File: src/rtl/fx2lp_slave_fifo_stream_out.sv
// FX2LP slave-FIFO EP2 reader: packs OUT bytes into 16-bit words behind a FWFT word FIFO.
// Optional FX2_STREAM_OUT_BYTE_SWAP_EN selects big-endian packing (first byte in m_data[15:8]).
module fx2lp_slave_fifo_stream_out #(
  parameter int DEPTH = 16,
  parameter int LVL_W = 5
) (
  input  logic             clk,
  input  logic             reset,
  input  logic             enable,
  input  logic [7:0]       fdata,
  input  logic             flaga,
  output logic [1:0]       faddr,
  output logic             sloe,
  output logic             slrd,
  output logic             slwr,
  output logic             pkt_end,
  output logic [15:0]      m_data,
  output logic             m_valid,
  input  logic             m_ready,
  output logic [LVL_W-1:0] level,
  output logic             byte_pending
);

  localparam int AW = $clog2(DEPTH);

  localparam logic [1:0] IDLE = 2'd0;
  localparam logic [1:0] OE   = 2'd1;
  localparam logic [1:0] READ = 2'd2;

  logic [1:0]    state;
  logic [1:0]    state_nxt;
  logic [7:0]    low_byte;
  logic [15:0]   mem [DEPTH];
  logic [AW-1:0] wr_ptr;
  logic [AW-1:0] rd_ptr;
  logic          rd_go;
  logic          push;
  logic          pop;
  logic [15:0]   push_word;

  assign faddr   = 2'b00;
  assign slwr    = 1'b1;
  assign pkt_end = 1'b1;

  // Leaving room for one more word (two bytes) means a started word can always complete.
  assign rd_go = (state == READ) && flaga && enable && (level <= LVL_W'(DEPTH - 2));
  assign slrd  = ~rd_go;
  assign sloe  = (state == IDLE);

  assign push    = rd_go && byte_pending;
  assign m_valid = (level != '0);
  assign pop     = m_valid && m_ready;
  assign m_data  = mem[rd_ptr];

`ifdef FX2_STREAM_OUT_BYTE_SWAP_EN
  assign push_word = {low_byte, fdata};
`else
  assign push_word = {fdata, low_byte};
`endif

  always_comb begin
    state_nxt = state;
    case (state)
      IDLE:    if (enable && flaga) state_nxt = OE;
      OE:      state_nxt = READ;
      READ:    if (!flaga || !enable) state_nxt = IDLE;
      default: state_nxt = IDLE;
    endcase
  end

  always_ff @(posedge clk) begin
    if (reset) begin
      state <= IDLE;
    end else begin
      state <= state_nxt;
    end
  end

  // A half-finished word is kept across IDLE; only reset discards it.
  always_ff @(posedge clk) begin
    if (reset) begin
      byte_pending <= 1'b0;
      low_byte     <= 8'h00;
    end else if (rd_go) begin
      if (!byte_pending) begin
        low_byte     <= fdata;
        byte_pending <= 1'b1;
      end else begin
        byte_pending <= 1'b0;
      end
    end
  end

  always_ff @(posedge clk) begin
    if (push) begin
      mem[wr_ptr] <= push_word;
    end
  end

  always_ff @(posedge clk) begin
    if (reset) begin
      wr_ptr <= '0;
      rd_ptr <= '0;
      level  <= '0;
    end else begin
      if (push) wr_ptr <= wr_ptr + 1'b1;
      if (pop)  rd_ptr <= rd_ptr + 1'b1;
      case ({push, pop})
        2'b10:   level <= level + 1'b1;
        2'b01:   level <= level - 1'b1;
        default: level <= level;
      endcase
    end
  end

endmodule

File: config.mk
export PLATFORM = sky130hd
export DESIGN_NAME = fx2lp_slave_fifo_stream_out
export DESIGN_NICKNAME = d
export VERILOG_FILES = /design/src/rtl/fx2lp_slave_fifo_stream_out.sv
export SDC_FILE = /design/constraint.sdc
export NUM_CORES = 1
export LEC_CHECK = 0
export BUFFER_PORTS_ARGS = -buffer_cell sky130_fd_sc_hd__buf_2
export CAP_MARGIN = 40
export CORE_ASPECT_RATIO = 0.6
export CORE_MARGIN = 10
export CORE_UTILIZATION = 45
export DETAILED_ROUTE_END_ITERATION = 12
export GPL_ROUTABILITY_DRIVEN = 0
export PLACE_DENSITY = 0.66
export RECOVER_POWER = 25
export SYNTH_ARGS = -nofsm -noshare
export SYNTH_HDL_FRONTEND = slang
export SYNTH_SLANG_ARGS = --single-unit
File: constraint.sdc
create_clock -name clk -period 3.1 [get_ports clk]
set_input_delay 0.62 -clock clk [delete_from_list [all_inputs] [get_ports clk]]
set_output_delay 0.62 -clock clk [all_outputs]
set_load 0.05 [all_outputs]
# Word-level counts from Yosys, hierarchy flattened
# Memories as Yosys holds them, arrays and structs flattened. A register that Yosys moved wholly into a read port is not among the register bits.
# Cells that the tools add are included.
[totals] ff_bits=24 ramBits=256 in_bits=13 output_inout_bits=29 n_memories=1
[classes] addsub=4 order_cmp=1 eq_ne=6 n_mux=9 n_bitwise=2 reduce_logical=14
[memory_table] memory="mem" depth=16 word_bits=16 rd=1 rd_ports_with_merged_regs=1 wr=1 line="33" rtl="logic [15:0] mem [DEPTH];"
[op_table] op="$pmux 5 s2" count=1
[op_table] op="$add 4x1->4 const B" count=2
[op_table] op="$mux 4" count=2
[op_table] op="$logic_and 1x1->1" count=6
[op_table] op="$pmux 2 s3" count=1
[op_table] op="$add 5x1->5 const B" count=1
[op_table] op="$le 5x4->1 const B" count=1
[op_table] op="$reduce_bool 5->1" count=1
[op_table] op="$sub 5x1->5 const B" count=1
[op_table] op="$eq 2x1->1 const B" count=2
[op_table] op="$eq 2x2->1 const B" count=2
[op_table] op="$mux 2" count=2
[op_table] op="$ne 2x1->1 const B" count=2
[op_table] op="$reduce_and 2->1" count=2
[op_table] op="$mux 1" count=3
[op_table] op="$logic_not 1->1" count=2
[op_table] op="$logic_not 2->1" count=1
[op_table] op="$not 1->1" count=2
[op_table] op="$reduce_bool 2->1" count=1
[op_table] op="$logic_or 1x1->1" count=1

# Depth between registers and ports, before layout
[depth] word_depth=7 mapped_depth=14 depth_no_buf=10

# Least setup slack after synthesis
# Ideal clock, no wire load.
[synth_timing] kind="register to register" start="reg byte_pending" end="reg level[4]" arrival_time_ps=3220 t_required_ps=3037 path_slack_ps=-182 path_stages_with_launch=13 n_path_buf=2 period_less_slack_ps=3282 cell_sequence="dfxtp_1 -> inv_1 -> nor4_4 -> clkbuf_1 -> inv_1 -> ha_1 -> clkbuf_1 -> xor2_1 -> ha_1 -> a21oi_1 -> a221oi_1 -> or4b_1 -> nand3_1"
[synth_between] elab_chain_len=3 elab_cells_between_ends=5
[synth_rtl] element="start, declared" line="21" rtl="output logic byte_pending"
[synth_rtl] element="start signal, assigned" line="82" rtl="byte_pending <= 1'b0;"
[synth_rtl] element="start signal, assigned" line="87" rtl="byte_pending <= 1'b1;"
[synth_rtl] element="start signal, assigned" line="89" rtl="byte_pending <= 1'b0;"
[synth_rtl] element="$logic_and 1x1->1 *" line="50" rtl="assign push = rd_go && byte_pending;"
[synth_rtl] element="$eq 2x1->1 or $eq 2x2->1 (tied branches)" line="108" rtl="case ({push, pop})"
[synth_rtl] element="$pmux 5 s2 or $reduce_bool 2->1 (tied branches)"
[synth_rtl] element="end signal, assigned" line="109" rtl="2'b10: level <= level + 1'b1;"
[synth_rtl] element="end signal, assigned" line="110" rtl="2'b01: level <= level - 1'b1;"
[synth_rtl] element="end signal, assigned" line="111" rtl="default: level <= level;"
[synth_rtl] element="end, declared" line="20" rtl="output logic [LVL_W-1:0] level,"
# Mark *: on every way between the ends. The rest lies on a longest branch, timed or not.
# A chain may end at the register's enable or synchronous reset.

==> impl_metrics.env <==
export IMPL_status="finished clean"
export IMPL_ir_drop_v=0.000676
export IMPL_synth_distinct_cells=44
export IMPL_dieWidth_microns=223
export IMPL_n_antenna_cell=0
export IMPL_critPathCaptureType="output port"
export IMPL_fin_skew_ps=8.94
export IMPL_critPathKind="reg -> out"
export IMPL_vias=5574
export IMPL_routedWlPerCell_microns=24.4
export IMPL_yosys_register_bits=284
export IMPL_finalMaxSlewViolations=0
export IMPL_overflow=0
export IMPL_syn_to_final_growth_pct=14.8
export IMPL_drc_errors=0
export IMPL_ys_warn_count=0
export IMPL_drive_gt1_share_pct=28.4
export IMPL_crit_required_ps=2480
export IMPL_grt_usage_pct=14.9
export IMPL_pre_cts_ws_ps=89.5
export IMPL_drt_iter0_markers=543
export IMPL_rows=44
export IMPL_post_route_period_util_pct=97.6
export IMPL_hold_worst_slack_ps=501
export IMPL_drtPass1Iterations=5
export IMPL_io_pins=42
export IMPL_grt_pass1_vias=5830
export IMPL_worstPathMaxFanout=28
export IMPL_detailed_place_hpwl_microns=13600
export IMPL_async_flop_share_pct=0
export IMPL_finalNetCount=647
export IMPL_die_area_sq_um=31500
export IMPL_synth_seq_area_share_pct=74.4
export IMPL_setup_ws_ps=75.1
export IMPL_hold_path_cell_count=4
export IMPL_cts_buffers=26
export IMPL_htreeDepth=1
export IMPL_grt_max_degree=32
export IMPL_fmax_mhz=331
export IMPL_r2r_end="level[4]$_SDFFE_PP0P_"
export IMPL_synth_edf_count=256
export IMPL_antenna_left=0
export IMPL_hp_class="in -> reg"
export IMPL_post_cts_setup_buffers=0
export IMPL_clockRootBuffer="clkbuf_16"
export IMPL_cts_hold_buf=0
export IMPL_final_min_clock_period_ps=3020
export IMPL_rrSetupSlack_ps=180
export IMPL_synth_ff_type="edfxtp_1"
export IMPL_critPathSlowestCell="mux4_2"
export IMPL_r2r_start="level[1]$_SDFFE_PP0P_"
export IMPL_crit_family="multiplexers"
export IMPL_clk_latency_ps=530
export IMPL_cts_tree="done"
export IMPL_arrival_ps=2400
export IMPL_max_stage_delay_ps=530
export IMPL_antenna_found_initial=0
export IMPL_maxCapViolations=0
export IMPL_clk_path_buf_depth=3
export IMPL_cp_num_buf_inv=2
export IMPL_min_from="m_ready"
export IMPL_p_leak_nw=4.28
export IMPL_cts_reportedPaths_clkPinSlew_ps=60
export IMPL_hold_viol_final=0
export IMPL_grt_pass1_wl_microns=36000
export IMPL_setup_viol=0
export IMPL_rsz0062_at_grt="yes"
export IMPL_ff2ff_path_depth=10
export IMPL_initial_utilization_pct=45.8
export IMPL_tightest_slew_ps=762
export IMPL_post_synth_cell_area_avg_sq_um=19.7
export IMPL_cts_sinks=284
export IMPL_power_density_nw_per_um2=752
export IMPL_detail_route_vias_per_cell=5.76
export IMPL_die_h_microns=142
export IMPL_synth_cells=564
export IMPL_maxSlewHeadroom_pct=49.2
export IMPL_synth_area_sq_um=11100
export IMPL_core_area_sq_um=24200
export IMPL_startpoint_type="register"
export IMPL_crit_chain="buf_12, mux4_2, a22oi_1, nand2_1, buf_2"
export IMPL_placement_io_buffers=37
export IMPL_drt_wl_total_microns=23600
==> through the flow <==
stage	setup TNS, ps	power [W]	cell area, sq um	utilization (%)	instances
final	0	0.00957	12700	52.5	967
after global placement	0	0.00624	11800	48.7	918
after detailed placement	0	0.00631	11800	48.7	918
after floorplan	0	0.00590	11100	-	566
after global routing	-66.3	0.00997	12700	52.5	967
after CTS	0	0.00962	12700	52.5	967
==> sequential cells by signal (all words and copies together), names as in the netlist, named ones only <==
| signal | count |
|---|---|
| low_byte | 8 |
| byte_pending | 1 |
| level | 5 |
| state | 2 |
| rd_ptr | 4 |
| mem | 256 |
| wr_ptr | 4 |
==> synth_stat cells (all sizes together), types with 3 or more instances <==
cell	n	share of area (%)
edfxtp	256	69
mux4	64	13
a22oi	32	2.2
dfxtp	28	5.1
nor2	24	0.81
nand2	21	0.71
clkbuf	19	0.64
buf	16	0.97
and3	15	0.85
mux2i	12	1.1
ha	9	1.0
inv	9	0.30
nor2b	6	0.34
xor2	6	0.47
nor3	5	0.23
xnor2	4	0.32
nor4	3	0.44
o21ai	3	0.17
or4	3	0.20
==> tightest hold or removal path, cell delays in order <==
cell and delay (ps):
buf_2 130, o21ai_4 80, xor2_1 90, nor2_1 80
==> logic make-up after synthesis <==
group	Yosys count	share of synthesized area, %
other	2	0.0678
AO/OA/AOI/OAI	43	2.86
flip-flops	284	74.4
buffers and inverters	44	1.92
adder cells (fa/ha/maj)	9	1.02
AND/OR/NAND/NOR	96	4.85
multiplexers	76	14.1
XOR/XNOR	10	0.790
==> metal layers <==
layer	GRT usage, %	vias up	part of all wire [%]
li1	-	2409	-
met1	20.0	2928	43
met2	24.6	195	48
met3	3.36	42	7.0
met4	3.01	0	1.8
met5	0	-	0
==> cells in the final DEF (no fill, tap or decap), types with 3 or more instances in the layout <==
master	synthesis	layout
nor2b_1	6	5
nand2_1	21	21
conb_1	2	4
a22oi_1	32	32
xor2_1	6	5
edfxtp_1	256	256
dfxtp_1	28	20
ha_1	9	7
mux2i_1	12	12
xnor2_1	4	4
nor2_1	24	24
clkinv_1	0	4
nor3_1	5	4
bufinv_16	0	3
clkinv_2	0	5
and3_1	15	15
clkbuf_8	0	3
clkbuf_16	0	27
buf_2	8	29
inv_1	9	9
buf_4	4	24
buf_12	0	3
dfxtp_4	0	4
mux4_2	64	64
dfxtp_2	0	4
clkbuf_1	19	13
==> where the power goes <==
group / leakage [nW] / internal, W / switching [W]
logic: 1.20 / 0.000881 / 0.00111
registers: 2.65 / 0.00421 / 0.000122
clock network: 0.429 / 0.00191 / 0.00133
total: 4.28 / 0.00700 / 0.00257
==> layout make-up <==
type	count	area (sq um)
fill	1884	11500
sequential	284	8270
multi-input combinational	238	2670
clock inverter	13	138
clock buffer	35	736
timing repair buffer	66	475
tap	322	403
inverter	9	33.8
==> repair_timing <==
action | 4_1_cts | 5_1_grt
cloned | 1 | 0
gates resized for setup | 1 | 5
setup endpoints to repair | 1 | 6
pin swaps | 0 | 1
==> worst max-delay path by stage <==
stage / endpoint / depth (start not counted)
final: m_data[6] / 5
after global routing: m_data[6] / 5
after CTS: level[4]$_SDFFE_PP0P_ / 10
after detailed placement: level[4]$_SDFFE_PP0P_ / 10
after global placement: level[4]$_SDFFE_PP0P_ / 10
after floorplan: level[4]$_SDFFE_PP0P_ / 14
(Power assumes the default switching activity.)
